File: src/rtl/snake_seq_ctrl_if.sv
// Control and display bundle for the snake animation controller.
// The master side drives the controls; the slave side (the controller) drives the display and status.
interface snake_seq_ctrl_if;
    logic       start;
    logic       pause;
    logic       stop;
    logic       dir;
    logic [1:0] speed;
    logic [7:0] out;
    logic [3:0] am;
    logic [3:0] head;
    logic [3:0] lap;
    logic       step_o;
    logic [1:0] state_o;

    modport master (
        output start, pause, stop, dir, speed,
        input  out, am, head, lap, step_o, state_o
    );

    modport slave (
        input  start, pause, stop, dir, speed,
        output out, am, head, lap, step_o, state_o
    );
endinterface

File: src/rtl/snake_seq_ctrl.sv
// Runs a 3-segment snake around the outer perimeter of a 4-digit multiplexed 7-segment display.
// A prescaler sets the step rate, and a free-running scan counter multiplexes the digits.
module snake_seq_ctrl #(
    parameter int unsigned DIV_W  = 25,
    parameter int unsigned SCAN_W = 16
) (
    input  logic             clk,
    input  logic             reset,
    snake_seq_ctrl_if.slave  bus
);
    localparam int unsigned POS_N = 12;

    typedef enum logic [1:0] {
        IDLE  = 2'b00,
        RUN   = 2'b01,
        PAUSE = 2'b10
    } state_t;

    state_t              state;
    logic [DIV_W-1:0]    presc;
    logic [DIV_W-1:0]    limit_m1;
    logic [SCAN_W-1:0]   scan;
    logic [3:0]          head;
    logic [3:0]          lap;
    logic [3:0]          head_nx;
    logic [7:0]          out_r;
    logic [3:0]          am_r;
    logic                step_c;
    logic                wrap_c;
    logic [POS_N-1:0]    lit_c;
    logic [1:0]          digit_c;
    logic [7:0]          seg_c;

    function automatic logic [3:0] inc12(input logic [3:0] p);
        return (p == 4'd11) ? 4'd0 : p + 4'd1;
    endfunction

    function automatic logic [3:0] dec12(input logic [3:0] p);
        return (p == 4'd0) ? 4'd11 : p - 4'd1;
    endfunction

    // 2^(DIV_W-speed)-1 is an all-ones word shifted right by speed
    assign limit_m1 = {DIV_W{1'b1}} >> bus.speed;
    assign step_c   = (state == RUN) && (presc >= limit_m1);
    assign digit_c  = scan[SCAN_W-1 -: 2];

    always_comb begin
        head_nx = bus.dir ? dec12(head) : inc12(head);
        wrap_c  = bus.dir ? (head == 4'd0) : (head == 4'd11);
    end

    // Tail side follows the live dir input so a reversal shows without waiting for a step
    always_comb begin
        lit_c = '0;
        if (state == IDLE) begin
            lit_c[0] = 1'b1;
        end else begin
            lit_c[head] = 1'b1;
            if (bus.dir) begin
                lit_c[inc12(head)]        = 1'b1;
                lit_c[inc12(inc12(head))] = 1'b1;
            end else begin
                lit_c[dec12(head)]        = 1'b1;
                lit_c[dec12(dec12(head))] = 1'b1;
            end
        end
    end

    // Perimeter position to {a,b,c,d,e,f,g,dp} of the digit being scanned
    always_comb begin
        seg_c = '0;
        case (digit_c)
            2'd0:    seg_c = {lit_c[3], lit_c[4], lit_c[5], lit_c[6], 4'b0000};
            2'd1:    seg_c = {lit_c[2], 2'b00, lit_c[7], 4'b0000};
            2'd2:    seg_c = {lit_c[1], 2'b00, lit_c[8], 4'b0000};
            default: seg_c = {lit_c[0], 2'b00, lit_c[9], lit_c[10], lit_c[11], 2'b00};
        endcase
    end

    always_ff @(posedge clk) begin
        if (reset) begin
            state <= IDLE;
            presc <= '0;
            scan  <= '0;
            head  <= '0;
            lap   <= '0;
            out_r <= 8'h00;
            am_r  <= 4'b1110;
        end else begin
            scan  <= scan + SCAN_W'(1);
            out_r <= seg_c;
            am_r  <= ~(4'b0001 << digit_c);
            case (state)
                IDLE: begin
                    if (bus.start && !bus.stop && !bus.pause) begin
                        state <= RUN;
                    end
                end
                RUN, PAUSE: begin
                    if (bus.stop) begin
                        state <= IDLE;
                        presc <= '0;
                        head  <= '0;
                        lap   <= '0;
                    end else begin
                        // A pending step still lands on the edge that enters PAUSE
                        if (step_c) begin
                            presc <= '0;
                            head  <= head_nx;
                            if (wrap_c) begin
                                lap <= (lap == 4'd9) ? 4'd0 : lap + 4'd1;
                            end
                        end else if (state == RUN) begin
                            presc <= presc + DIV_W'(1);
                        end
                        state <= bus.pause ? PAUSE : RUN;
                    end
                end
                default: begin
                    state <= IDLE;
                    presc <= '0;
                    head  <= '0;
                    lap   <= '0;
                end
            endcase
        end
    end

    assign bus.out     = out_r;
    assign bus.am      = am_r;
    assign bus.head    = head;
    assign bus.lap     = lap;
    assign bus.step_o  = step_c;
    assign bus.state_o = state;
endmodule

File: src/flat_wrapper.sv
// flat-port wrapper written by rule: the top's interface ports become plain ports
module snake_seq_ctrl_flat 
#(
    parameter int unsigned DIV_W  = 25,
    parameter int unsigned SCAN_W = 16
)
  (clk, reset, bus_start, bus_pause, bus_stop, bus_dir, bus_speed, bus_out, bus_am, bus_head, bus_lap, bus_step_o, bus_state_o);
  snake_seq_ctrl_if bus_i ();
  input  logic clk;
  input  logic reset;
  input wire logic [$bits(bus_i.start)-1:0] bus_start;
  input wire logic [$bits(bus_i.pause)-1:0] bus_pause;
  input wire logic [$bits(bus_i.stop)-1:0] bus_stop;
  input wire logic [$bits(bus_i.dir)-1:0] bus_dir;
  input wire logic [$bits(bus_i.speed)-1:0] bus_speed;
  output wire logic [$bits(bus_i.out)-1:0] bus_out;
  output wire logic [$bits(bus_i.am)-1:0] bus_am;
  output wire logic [$bits(bus_i.head)-1:0] bus_head;
  output wire logic [$bits(bus_i.lap)-1:0] bus_lap;
  output wire logic [$bits(bus_i.step_o)-1:0] bus_step_o;
  output wire logic [$bits(bus_i.state_o)-1:0] bus_state_o;
  assign bus_i.start = bus_start;
  assign bus_i.pause = bus_pause;
  assign bus_i.stop = bus_stop;
  assign bus_i.dir = bus_dir;
  assign bus_i.speed = bus_speed;
  assign bus_out = bus_i.out;
  assign bus_am = bus_i.am;
  assign bus_head = bus_i.head;
  assign bus_lap = bus_i.lap;
  assign bus_step_o = bus_i.step_o;
  assign bus_state_o = bus_i.state_o;
  snake_seq_ctrl #(.DIV_W(DIV_W), .SCAN_W(SCAN_W)) u_core (.clk(clk), .reset(reset), .bus(bus_i));
endmodule
File: config.mk
export PLATFORM = sky130hd
export DESIGN_NAME = snake_seq_ctrl_flat
export DESIGN_NICKNAME = d
export VERILOG_FILES = /design/src/rtl/snake_seq_ctrl_if.sv /design/src/rtl/snake_seq_ctrl.sv /design/src/flat_wrapper.sv
export SDC_FILE = /design/constraint.sdc
export NUM_CORES = 1
export LEC_CHECK = 0
export ABC_AREA = 1
export CORE_MARGIN = 1
export CORE_UTILIZATION = 42
export DETAILED_ROUTE_END_ITERATION = 8
export MAX_ROUTING_LAYER = met4
export PLACE_DENSITY = 0.63
export REMOVE_ABC_BUFFERS = 1
export SYNTH_ARGS = -nofsm -noshare
export SYNTH_HDL_FRONTEND = slang
export SYNTH_SLANG_ARGS = --single-unit
export TNS_END_PERCENT = 20
File: constraint.sdc
create_clock -name clk -period 5.05 [get_ports clk]
set_input_delay 0.7575 -clock clk [delete_from_list [all_inputs] [get_ports clk]]
set_output_delay 0.7575 -clock clk [all_outputs]
set_load 0.01 [all_outputs]
==> summary.md <==
| Metric | Value |
|---|---|
| Outcome | finished, final reports clean |
| Post-detailed-route count of antenna-violating nets | 0 |
| Share of the synthesized area in the top cell type | 30.82% |
| Count of maximum capacitance violations | 0 |
| Sum of overflow across all layers after global routing | 0 |
| Total die area | between 0.009 and 0.01 sq mm |
| First-pass GRT wire length | approximately 16 mm |
| Peak ir drop on the vdd network | 0.1859 mV |
| Deepest level of the CTS H-tree | 3 |
| Die extent in y | 99.13 um |
| Clk root buf | sky130_fd_sc_hd__clkbuf_8 |
| Violation count after the first detailed-route iteration | roughly 230 |
| Fraction of power consumed by sequential logic | between 40% and 50% |
| Library cells used by synthesis | 45 |
| WL/cell | roughly 13 um |
| Vias in the first global route | about 3.6k |
| Post-CTS Repair Setup Buffers | 0 |
| Switching share of power | 32.23% |
| Comb power frac | between 20% and 30% |
| Power Internal | 802.7 uW |
| Worst setup slack after layout | about 1.4 ns |
| Buffers & Inverters on Critical Path | 3 |
| Via Count | around 3.8k |
| Detailed placer's ending HPWL | around 7.1 mm |
| Count of flip-flops with a built-in enable after synthesis | 0 |
| Buffer levels on the longest clock path | 2 |
| Data arrival time at the worst-slack endpoint | 2.85 ns |
| Worst-case register-to-register setup slack | around 2.3 ns |
| Die Span X | 99.13 um |
| Max-Slew Margin vs Limit | 42.64% |
| Biggest fanout along the worst timing path | 3 |
| Proportion of power drawn by the clock network | 34.6% |
| Worst R2R Start | u_core.bus.head[0] |
| Fill cell instance count of the final layout | 973 |
| Nature of the critical path startpoint | primary input |
| Insertion delay of the later-clocked pin in the worst-skew pair | about 0.33 ns |
| Top cells by area in the synthesized netlist | sky130_fd_sc_hd__dfxtp_1 (31%), sky130_fd_sc_hd__nand2_1 (10%), sky130_fd_sc_hd__nand3_1 (7.6%), sky130_fd_sc_hd__inv_1 (6.6%), sky130_fd_sc_hd__nor2_1 (6.4%) |
| Number of instances in the synthesized netlist | ~580 |
| Area of the core region | 0.009196 sq mm |
| Type of the worst min-delay path | reg2reg |
| Clock tree from TritonCTS | yes |
| Clock period minus worst slack | roughly 3.6 ns |
| Highest achievable clock rate | approximately 280 MHz |
| Setup Total Neg Slack | 0 ns |
| Fraction of the yosys area taken by sequential cells | between 30% and 40% |
| Count of inserted antenna diode cells | 0 |
| Weighted congestion at the end of routability-driven global placement | between 0.8 and 0.9 |
| Clock buffers created by TritonCTS | 9 |
| Post-Syn Area per Cell | between 6 and 7 sq um |
| Final instance count without filler cells | ~730 |
| Kind of end point of the critical path | output port |
| IO Pins | 31 |
| Starting density of the core | 43.09% |
| Met1 Routed Length | around 4.4 mm |
| Final core utilization | 48.75% |
| Row Count | 35 |
| Flip-flop and latch count after synthesis | about 60 |
| Routed wire length on met2 | 4.529 mm |
| Worst Reg2Reg Path Length in Cells | 15 |
| Minimum setup slack after placement | roughly 1.4 ns |
| Clock Skews | between 0.01 and 0.015 ns |
| Worst endpoint required time | around 4.3 ns |
| DRC violation count after routing | 0 |
| Cell breakdown of the critical path | clkdlybuf4s50_1 > or2_2 > ha_1 > nand4_1 > nor2_1 > nand3_1 > nand3_1 > nand2_1 > inv_1 > clkdlybuf4s50_1 |
| Final Net Count | roughly 630 |
| Pre-Repair DR Iteration Count | 6 |
| Overall fraction of global-route tracks in use | approximately a fifth |
| Number of antenna violations at the first check in global routing | 0 |
| Highest metal layer used by the detailed router | met4 |
| Placed instance count | about 700 |
| Cell with the largest stage delay on the worst path | sky130_fd_sc_hd__clkdlybuf4s50_1 |
| Mapped Area | 0.003963 sq mm |
| CP startpoint | bus_speed[1] |
| Wire length on met3 | around 350 um |
| Leak | between 0.0015 and 0.002 uW |
| CTS-repair resized insts | 0 |
| Number of hold buffers added after CTS | 0 |
| Total of buffers placed on input and output ports | 28 |
| Cell type group with the largest total delay on the critical path | buffers and inverters |
| Pwr dens | 264.2 mW/mm^2 |
| Worst path max stage delay | ~0.52 ns |
| Slew at the pin closest to its max-slew limit | about 0.86 ns |
| Total cell area at the placement stage | 0.004299 sq mm |
| Final period utilization | about 71% |
| Switching Power | about 380 uW |
| Yosys warns | 0 |
| Area growth from synthesis to layout | 13.14% |
| Count of final hold-check violations | 0 |
| Most used flip-flop cell after synthesis | sky130_fd_sc_hd__dfxtp_1 |
| Final instance area | around 0.0045 sq mm |
| Routed via count divided by cell count | between 5 and 6 |
| Fraction of final layout cells sized beyond drive strength 1 | roughly 9% |
| Pin count of the biggest net entering global routing | 22 |
| Critical setup path kind | in2out |
| Worst hold path endpoint | u_core.scan[0] |
| Routed Wire Length | approximately 9.5 mm |
| Setup-violating endpoint count in the final report | 0 |
| Hold_sp | u_core.scan[0] |
| Cell taking the most area after synthesis | sky130_fd_sc_hd__dfxtp_1 |
| Number of clock sinks | slightly above 60 |
| Worst r2r dst | u_core.bus.out[4] |
| Count of pins over their slew limit | 0 |
| Clk pin slew, worst setup/hold paths | roughly 0.070 ns |
| Proportion of register bits with asynchronous set or reset after synthesis | 0% |
| RSZ-0062 raised after global routing | false |
| Hold path cells | 1 |
==> worst reg2reg max path: stages (launching register included) <==
cell	delay, ns
sky130_fd_sc_hd__dfxtp_1	0.56
sky130_fd_sc_hd__inv_1	0.22
sky130_fd_sc_hd__ha_1	0.44
sky130_fd_sc_hd__inv_1	0.24
sky130_fd_sc_hd__nand2_1	0.14
sky130_fd_sc_hd__nand2_4	0.16
sky130_fd_sc_hd__inv_1	0.08
sky130_fd_sc_hd__nand3_1	0.11
sky130_fd_sc_hd__nand2_1	0.12
sky130_fd_sc_hd__inv_1	0.09
sky130_fd_sc_hd__nand3_1	0.08
sky130_fd_sc_hd__nand2_1	0.07
sky130_fd_sc_hd__nand2_1	0.05
sky130_fd_sc_hd__nand3b_1	0.11
sky130_fd_sc_hd__nand2_1	0.07
sky130_fd_sc_hd__a21oi_2	0.11
==> how the worst max path moves through the flow <==
stage	endpoint	slack, ns	cells after the start
3_3_place_gp	bus_step_o	1.48	10
3_5_place_dp	bus_step_o	1.44	10
4_1_cts	bus_step_o	1.43	10
5_1_grt	bus_step_o	1.33	10
2_1_floorplan	bus_step_o	2.46	8
6_report	bus_step_o	1.44	10
==> flip-flops by register name, indices dropped and copies added, names as in the netlist <==
| name | cells |
|---|---|
| u_core.bus.am | 4 |
| u_core.bus.head | 4 |
| u_core.bus.lap | 4 |
| u_core.bus.out | 6 |
| u_core.bus.state_o | 2 |
| u_core.presc | 25 |
| u_core.scan | 16 |
==> cells in the final DEF (no fill, tap or decap), drive strengths merged, types with 2 or more instances in the layout <==
cell	instances
nand2	125
and3	2
xnor2	7
clkinv	4
nand3b	4
a21oi	36
or2	3
inv	76
o21ai	21
nor2	76
ha	17
o21a	2
o22ai	10
xor2	13
clkdlybuf4s50	28
conb	2
dfxtp	61
nand4	16
nor3	18
nor4	5
o31ai	2
clkbuf	12
nand3	65
o211ai	3
==> synth_stat cells, types with 10 or more instances <==
| cell type | n |
|---|---|
| sky130_fd_sc_hd__inv_1 | 70 |
| sky130_fd_sc_hd__nand2_2 | 11 |
| sky130_fd_sc_hd__nand2_1 | 109 |
| sky130_fd_sc_hd__o21ai_0 | 18 |
| sky130_fd_sc_hd__nand4_1 | 15 |
| sky130_fd_sc_hd__o22ai_1 | 10 |
| sky130_fd_sc_hd__dfxtp_1 | 61 |
| sky130_fd_sc_hd__nand3_1 | 60 |
| sky130_fd_sc_hd__nor3_1 | 18 |
| sky130_fd_sc_hd__ha_1 | 17 |
| sky130_fd_sc_hd__a21oi_1 | 35 |
| sky130_fd_sc_hd__nor2_1 | 68 |
| sky130_fd_sc_hd__xor2_1 | 12 |
==> per-stage QoR <==
stage / total power [uW] / hold WS (ns)
finish: 1184 / 0.4537
global route: 1256 / 0.4689
CTS: 1199 / 0.4571
detailed placement: 783.3 / 0.4448
global placement: 783.2 / 0.4307
floorplan: 704.6 / 0.4150
==> layout make-up <==
cell class | count | area, sq um | share of cell area [%]
timing repair buffer | 28 | 280.3 | 6.252
tap | 111 | 138.9 | 3.098
clock buffer | 12 | 135.1 | 3.014
inverter | 77 | 294.0 | 6.559
multi-input combinational | 432 | 2365 | 52.75
sequential | 61 | 1221 | 27.24
clock inverter | 4 | 48.80 | 1.088
==> logic make-up (layout without fill, tap and decap cells) <==
| kind of cell | after synthesis | after routing | share of synthesized area [%] |
|---|---|---|---|
| simple gates | 316 | 316 | 38.62 |
| buf+inv | 90 | 121 | 9.599 |
| compound gates | 77 | 77 | 10.89 |
| other cells | 1 | 2 | 0.09464 |
| xor+xnor | 20 | 20 | 4.610 |
| fa+ha+maj | 17 | 17 | 5.368 |
| flops | 61 | 61 | 30.82 |
==> layer usage <==
metal	vias up	track usage [%]
li1	1968	-
met1	1748	25.59
met2	84	34.37
met3	18	4.146
met4	0	9.502
met5	-	-
==> power by group through the flow <==
stage                     registers (uW)  clock network [uW]  logic [uW]
after floorplan                      517                   0         187
after global placement               518                   0         266
after detailed placement             518                   0         265
after CTS                            507                 426         266
after global routing                 509                 446         301
final                                508                 409         267
Note: power is estimated with default switching activity, not from simulation.
